==> src/rtl/cache_pkg.sv <==
// cache_pkg: shared definitions for the cache fill controllers and the memory model.
// It holds the fill FSM state encoding, the block geometry and the default memory latency.
package cache_pkg;

  // Fill controller states
  typedef enum logic [1:0] {
    IDLE = 2'd0,
    FILL = 2'd1,
    DONE = 2'd2
  } fill_state_t;

  // Block geometry: eight 16-bit words, so each word is two bytes wide
  localparam int CACHE_WORDS      = 8;
  localparam int CACHE_WORD_BYTES = 2;

  // Cycles from read issue to data_valid in the pipelined main memory
  localparam int CACHE_MEM_LATENCY = 4;

  // Number of byte-offset bits inside a block of the given word count
  function automatic int block_offset_bits(input int words);
    return $clog2(words * CACHE_WORD_BYTES);
  endfunction

  localparam int CACHE_OFF_BITS = block_offset_bits(CACHE_WORDS);

endpackage

==> src/rtl/cache_fill_ctrl_inflight_pipe.sv <==
// inflight_pipe: tracks reads this controller has issued but not yet received.
// Each stage holds a valid bit plus a word index. The pipe shifts every cycle,
// a newly issued read enters at the head, and the tail lines up with data_valid.
module inflight_pipe #(
  parameter int DEPTH = 4,
  parameter int IDX_W = 3
) (
  input  logic             clk,
  input  logic             rst,
  input  logic             clr,
  input  logic             push,
  input  logic [IDX_W-1:0] push_idx,
  output logic             tail_valid,
  output logic [IDX_W-1:0] tail_idx
);

  logic [DEPTH-1:0] valid_reg;
  logic [DEPTH-1:0] valid_next;
  logic [IDX_W-1:0] idx_reg  [DEPTH];
  logic [IDX_W-1:0] idx_next [DEPTH];

  // Each stage takes the previous stage's entry; the head takes the new issue.
  // A clear drops every entry, including one being pushed in that cycle.
  for (genvar gi = 0; gi < DEPTH; gi++) begin : g_stage
    if (gi == 0) begin : g_head
      assign valid_next[gi] = push & ~clr;
      assign idx_next[gi]   = push_idx;
    end else begin : g_body
      assign valid_next[gi] = valid_reg[gi-1] & ~clr;
      assign idx_next[gi]   = idx_reg[gi-1];
    end
  end

  // Shift register update; reset leaves every entry invalid
  always_ff @(posedge clk or negedge rst) begin
    if (!rst) begin
      valid_reg <= '0;
      for (int i = 0; i < DEPTH; i++) begin
        idx_reg[i] <= '0;
      end
    end else begin
      valid_reg <= valid_next;
      idx_reg   <= idx_next;
    end
  end

  assign tail_valid = valid_reg[DEPTH-1];
  assign tail_idx   = idx_reg[DEPTH-1];

endmodule

==> src/rtl/cache_fill_ctrl.sv <==
// cache_fill_ctrl: per-cache miss handler. On a miss it requests the shared
// memory port, issues one read per word of the block, and writes the returning
// words into the cache. Returns that arrive while this controller has no
// matching in-flight read belong to the other cache and are ignored.
// Optional: define CACHE_FILL_CHECK_EN to add the fill_err output. With it, a
// missing return aborts the fill.
module cache_fill_ctrl
  import cache_pkg::*;
#(
  parameter int ADDR_W      = 16,
  parameter int DATA_W      = 16,
  parameter int WORDS       = CACHE_WORDS,
  parameter int MEM_LATENCY = CACHE_MEM_LATENCY,
  localparam int IDX_W      = $clog2(WORDS)
) (
  input  logic              clk,
  input  logic              rst,
  input  logic              miss,
  input  logic [ADDR_W-1:0] miss_addr,
  output logic              request,
  input  logic              service,
  output logic [ADDR_W-1:0] mem_addr,
  input  logic [DATA_W-1:0] mem_data,
  input  logic              data_valid,
  output logic              fill_we,
  output logic [IDX_W-1:0]  fill_word,
  output logic [DATA_W-1:0] fill_data,
  output logic              tag_we,
  output logic [ADDR_W-1:0] fill_base,
  output logic              busy,
  output logic              done
`ifdef CACHE_FILL_CHECK_EN
  ,
  output logic              fill_err
`endif
);

  // Counters are one bit wider than the word index so they can reach WORDS
  localparam int CNT_W = IDX_W + 1;
  localparam int OFF_BITS = block_offset_bits(WORDS);
  localparam logic [ADDR_W-1:0] OFF_MASK  = ADDR_W'((1 << OFF_BITS) - 1);
  localparam logic [CNT_W-1:0]  WORDS_CNT = CNT_W'(WORDS);
  localparam logic [CNT_W-1:0]  LAST_CNT  = CNT_W'(WORDS - 1);

  fill_state_t       state_reg;
  fill_state_t       state_next;
  logic [CNT_W-1:0]  issue_ptr_reg;
  logic [CNT_W-1:0]  recv_cnt_reg;
  logic [ADDR_W-1:0] fill_base_reg;

  logic              miss_take;
  logic              issue;
  logic              accept;
  logic              pipe_clr;
  logic              tail_valid;
  logic [IDX_W-1:0]  tail_idx;

  assign miss_take = (state_reg == IDLE) && miss;
  assign issue     = request && service;
  assign accept    = (state_reg == FILL) && tail_valid && data_valid;

`ifdef CACHE_FILL_CHECK_EN
  logic lost;
  logic fill_err_reg;

  // The tail says a return is due this cycle but memory delivered nothing
  assign lost     = (state_reg == FILL) && tail_valid && !data_valid;
  assign pipe_clr = miss_take || lost;

  // Sticky error flag, cleared only when the next miss is accepted
  always_ff @(posedge clk or negedge rst) begin
    if (!rst) begin
      fill_err_reg <= 1'b0;
    end else if (miss_take) begin
      fill_err_reg <= 1'b0;
    end else if (lost) begin
      fill_err_reg <= 1'b1;
    end
  end

  assign fill_err = fill_err_reg;
`else
  assign pipe_clr = miss_take;
`endif

  inflight_pipe #(
    .DEPTH (MEM_LATENCY),
    .IDX_W (IDX_W)
  ) u_pipe (
    .clk        (clk),
    .rst        (rst),
    .clr        (pipe_clr),
    .push       (issue),
    .push_idx   (issue_ptr_reg[IDX_W-1:0]),
    .tail_valid (tail_valid),
    .tail_idx   (tail_idx)
  );

  // State register
  always_ff @(posedge clk or negedge rst) begin
    if (!rst) begin
      state_reg <= IDLE;
    end else begin
      state_reg <= state_next;
    end
  end

  // Next-state logic: the fill finishes on the cycle the last word is accepted
  always_comb begin
    state_next = state_reg;
    unique case (state_reg)
      IDLE: begin
        if (miss) begin
          state_next = FILL;
        end
      end
      FILL: begin
`ifdef CACHE_FILL_CHECK_EN
        if (lost) begin
          state_next = IDLE;
        end else
`endif
        if (accept && (recv_cnt_reg == LAST_CNT)) begin
          state_next = DONE;
        end
      end
      DONE: begin
        state_next = IDLE;
      end
      default: begin
        state_next = IDLE;
      end
    endcase
  end

  // Block base, issue pointer and receive count; a new miss restarts all three
  always_ff @(posedge clk or negedge rst) begin
    if (!rst) begin
      fill_base_reg <= '0;
      issue_ptr_reg <= '0;
      recv_cnt_reg  <= '0;
    end else if (miss_take) begin
      fill_base_reg <= miss_addr & ~OFF_MASK;
      issue_ptr_reg <= '0;
      recv_cnt_reg  <= '0;
    end else begin
      if (issue) begin
        issue_ptr_reg <= issue_ptr_reg + CNT_W'(1);
      end
      if (accept) begin
        recv_cnt_reg <= recv_cnt_reg + CNT_W'(1);
      end
    end
  end

  // Outputs: the request and address are combinational; the fill data path only opens on accept
  always_comb begin
    request   = 1'b0;
    busy      = (state_reg != IDLE);
    done      = 1'b0;
    tag_we    = 1'b0;
    fill_we   = 1'b0;
    fill_word = '0;
    fill_data = '0;
    mem_addr  = fill_base_reg + ADDR_W'({issue_ptr_reg, 1'b0});
    if (state_reg == FILL) begin
      request = (issue_ptr_reg < WORDS_CNT);
    end
    if (state_reg == DONE) begin
      done   = 1'b1;
      tag_we = 1'b1;
    end
    if (accept) begin
      fill_we   = 1'b1;
      fill_word = tail_idx;
      fill_data = mem_data;
    end
  end

  assign fill_base = fill_base_reg;

endmodule
==> config.mk <==
export PLATFORM = sky130hd
export DESIGN_NAME = cache_fill_ctrl
export DESIGN_NICKNAME = d
export VERILOG_FILES = /design/src/rtl/cache_pkg.sv /design/src/rtl/cache_fill_ctrl_inflight_pipe.sv /design/src/rtl/cache_fill_ctrl.sv
export SDC_FILE = /design/constraint.sdc
export NUM_CORES = 1
export LEC_CHECK = 0
export ABC_AREA = 1
export CAP_MARGIN = 30
export CORE_UTILIZATION = 43
export CTS_CLUSTER_DIAMETER = 120
export DETAILED_ROUTE_END_ITERATION = 16
export PLACE_DENSITY = 0.85
export SLEW_MARGIN = 20
export SYNTH_ARGS = -nofsm -noshare
export SYNTH_HDL_FRONTEND = slang
export SYNTH_SLANG_ARGS = --single-unit
export TNS_END_PERCENT = 30
==> constraint.sdc <==
create_clock -name clk -period 2.26 [get_ports clk]
set_input_delay 0.226 -clock clk [delete_from_list [all_inputs] [get_ports clk]]
set_output_delay 0.226 -clock clk [all_outputs]
set_load 0.01 [all_outputs]
# Word-level counts from Yosys, hierarchy flattened
# Index checks and enable logic that the tools add are counted.
# W data, S select, Z words.
# op_classes
n_reduce_logical	10
n_addsub	3
n_eq_ne	5
n_bitwise	5
n_lt_le_gt_ge	1
muxes	12
# ops
cell	n
$add A16 B5 Y16	1
$mux W16	1
$mux W4	4
$add A4 B1 Y4 const B	2
$reduce_bool A2 Y1	3
$logic_and A1 B1 Y1	5
$and A1 B1 Y1	4
$eq A4 B3 Y1 const B	1
$lt A4 B4 Y1 const B	1
$mux W2	2
$ne A2 B2 Y1 const B	2
$pmux W2 S2	1
$mux W1	3
$mux W3	1
$eq A2 B1 Y1 const B	1
$eq A2 B2 Y1 const B	1
$logic_not A2 Y1	1
$reduce_and A2 Y1	1
$not A1 Y1	1
# word_totals
wordCells	45
register_bits	38

# Longest topological paths before layout
# logic_depth
depth_word	6
ltp_mapped	7

# By module
# From an unflattened synthesis, not the netlist that was laid out.
# unflattened
cells_unflattened	234
area_unflattened_um2	1864.3
# by_module_without_submodules
module	area_each_um2	cells_per_inst	seq_area_each_um2	n_inst
cache_fill_ctrl	1433.9	210	550.5	1
inflight_pipe	430.4	24	400.4	1

# Worst setup path before layout
# Ideal clock, no wire load.
# synth_path
path_type	reg2out
from	register fill_base_reg[4], in the netlist fill_base[4]
to	output mem_addr[12]
stages_incl_launch_ff	7
slack_ns	0.745
t_required_ns	2.034
arrival_ns	1.289
path_cell_list	dfrtp_1 -> ha_1 -> ha_1 -> nand3_1 -> nor2_2 -> nand3b_1 -> nand2_1
# synth_via
elab_chain_len	1
# synth_rtl
item	line	rtl
start: declaration	cache_fill_ctrl.sv:49	logic [ADDR_W-1:0] fill_base_reg;
start signal: assignment	cache_fill_ctrl.sv:143	fill_base_reg <= miss_addr & ~OFF_MASK;
$add A16 B5 Y16	cache_fill_ctrl.sv:165	mem_addr = fill_base_reg + ADDR_W'({issue_ptr_reg, 1'b0});
end: declaration	cache_fill_ctrl.sv:22	output logic [ADDR_W-1:0] mem_addr,
# No other way between the ends.

# Worst setup path in the final report
# layout_path
from	register fill_base_reg[4], in the netlist fill_base[4]
to	output mem_addr[11]
# Same word-level chain as after synthesis.

==> summary.txt <==
Placement
  • Pre-CTS WS: 0.175 ns
  • I/O Buffers: 83
  • Final Wtd Congestion: about 0.86
  • Placed cell count: between 300 and 400
  • Final HPWL DP: ~3.2 mm

Floorplan
  • I/O pin count: slightly above 90
  • Die Ht: slightly below 70 um
  • Row Count: 23
  • Die width: between 60 and 70 um
  • Core ar.: about 0.004 mm^2
  • Die area: ~0.0047 mm^2
  • Initial core utilization: 46.0%

Worst setup path
  • Critical path origin: fill_base[4]
  • R2R Path Start: state_reg[0]
  • Crit. End Element: output pin
  • Critical-path cell list: ha_2 > nand3_2 > inv_1 > nand2_1 > xor2_1 > clkdlybuf4s50_1
  • Critical-path maximum fanout: 4
  • Critical Path Start Type: flip-flop
  • Critical path's largest stage delay: approximately 0.55 ns
  • Crit path max-delay cell type: clkdlybuf4s50_1
  • Worst endpoint required time: between 2 and 2.5 ns
  • Crit Path Class: reg -> out
  • Data arrival, critical path: 1.87 ns

Synthesis
  • Netlist cell types: 24
  • Yosys top cell area share: between 50% and 60%
  • Sequential cell area fraction in the yosys report: 50.3%
  • Area leader, netlist: dfrtp_1
  • Synth top area cells: dfrtp_1, nand2_1, inv_1
  • FF+latch count, synth: 38
  • Cells after synthesis: approximately 230
  • Synth Area per Inst: 8.15 um^2
  • YS warnings: 0
  • Synthesized cell area: ~0.0019 mm^2

Cells and area
  • Commonest cells after routing, fill and taps aside: clkdlybuf4s50_1, nand2_1, dfrtp_1
  • Max reg flops: 12
  • Area grow syn2layout: 49.2%
  • Antenna cells: 0
  • Nets: 356
  • Fin cells: around 370
  • Layout cells sized above 1: under 10%
  • Most common cell after layout, fill and taps aside: clkdlybuf4s50_1

CTS
  • CTS Buf Count: 5
  • Htree depth: 2
  • TritonCTS clock tree: yes
  • Reg clk slew, reported paths: about 0.070 ns
  • Hold buffer count at cts: 0
  • Longest Clk Path Bufs: 2
  • Clk sinks: 38
  • Clock insertion delay at the later pin of the skew report: about 0.28 ns
  • Root Driver: clkbuf_8

STA
  • Setup violations, final: 0
  • F_max: between 400 and 500 MHz
  • Hold Fails Final Rpt: 0
  • Slew HR: a little under half
  • Sum Neg Setup Slack: 0 ns
  • Unrepaired setup endpoints after global routing: yes
  • Worst slew pin tran: ~0.8 ns
  • Max-slew violations: 0
  • Tcrit/Tclk final: 92.7%
  • Min Tclk post-route: ~2.1 ns
  • Post-Route Skew: 0.00450 ns
  • Setup WS post-layout: around 0.16 ns
  • WHS: 0.0323 ns

Global route
  • Largest net degree at the start of global routing: 39
  • Initial antenna violation count: 0
  • Total grt overflow: 0
  • Vias in the first global route: around 1,400
  • Overall Global Routing Usage: a little under a fifth
  • First-pass GRT wire length: between 6 and 7 mm

Run
  • Number of max-cap violations: 0

Routing
  • Routed WL per cell: around 12 um
  • Remaining DRCs: 0
  • Antenna viol nets, final: 0
  • Vias: between 1,500 and 2,000
  • Final wirelength: 4.27 mm
  • DRT Pass-1 Iters: 4
  • Vias per Instance: 4.59
  • Initial DRC Count: 76

Hold path
  • Min-Delay Path Class: in -> async

Pwr
  • Leakage power: 1.40 nW
  • Power Total: 3.03 mW
  • Max IR drop VDD: 0.596 mV
  • Power per cell area: 1070 mW/mm^2

Status
  • Status: finished clean
-- final cells by class --
cell class                 instances  area (um^2)
fill                             315         1290
sequential                        38          951
timing repair buffer              86          850
multi-input combinational        147          729
inverter                          37          139
clock buffer                       7         86.3
tap                               50         62.6
clock inverter                     1         5.00
-- worst max-delay path: cells and delay by family (launching register included) --
kind	cells	cell delay [ns]
xor gates and xnor gates	1	0.13
buffers and inverters	2	0.66
and+or+nand+nor	2	0.18
DFF	1	0.38
adders and majority gates	1	0.22
-- through the flow --
step,instance area (um^2),utilization (%)
floorplan,1910,-
global placement,2710,65.8
detailed placement,2710,65.8
CTS,2810,68.3
global route,2820,68.6
finish,2820,68.6
-- synth_stat cells --
master and n:
inv_1 36, nand3_1 18, a21oi_1 1, nand4_1 3
inv_2 1, nor3_2 1, nand2_2 1, nor2_4 1
nor2_1 36, o21ai_1 7, clkbuf_8 1, nand2_1 54
buf_6 1, ha_1 4, nor2_2 2, dfrtp_1 38
buf_2 2, conb_1 1, xor2_1 7, o21ai_0 3
nand2_4 1, nand3b_1 2, buf_4 10, o21ai_2 1
-- routing by layer --
layer	GRT usage [%]	vias to the layer above	part of all wire, %
met2	29.8	67	48
met4	9.38	0	1.7
met5	0	-	0
li1	-	851	-
met3	5.17	6	7.4
met1	24.5	756	43
-- final timing paths --
check	end	slack, ns	cells past startpoint
worst max-delay path	mem_addr[11]	0.16	6
worst min-delay path	fill_base[10]	0.03	1
worst max register to register	fill_base[15]	0.89	5
worst min register to register	u_pipe.idx_next[0]	0.35	0
max in group asynchronous	u_pipe.idx_next[3]	1.70	1
min in group clk	u_pipe.idx_next[0]	0.35	0
-- where the power goes --
group | total, mW | switching, mW | internal, mW
logic | 1.37 | 0.642 | 0.728
clock network | 0.468 | 0.222 | 0.246
registers | 1.20 | 0.238 | 0.959
-- kinds of logic (layout without fill, tap and decap cells) --
kind of cell | count (synthesis) | in the layout | synth area share [%]
AOI/OAI and AO/OA | 12 | 12 | 3.37
xor gates and xnor gates | 7 | 7 | 3.24
adders and majority gates | 4 | 4 | 2.65
buffers and inverters | 51 | 131 | 13.2
DFF | 38 | 38 | 50.3
other | 1 | 5 | 0.198
and+or+nand+nor | 119 | 119 | 27.1
-- repair_timing --
| action | 4_1_cts | 5_1_grt |
|---|---|---|
| pin swaps | 1 | 0 |
| endpoints found under the setup margin | 4 | 3 |
| gates cloned | 0 | 0 |
| resized for setup | 7 | 4 |
| buffers inserted | 0 | 0 |
Note: power is estimated with default switching activity, not from simulation.
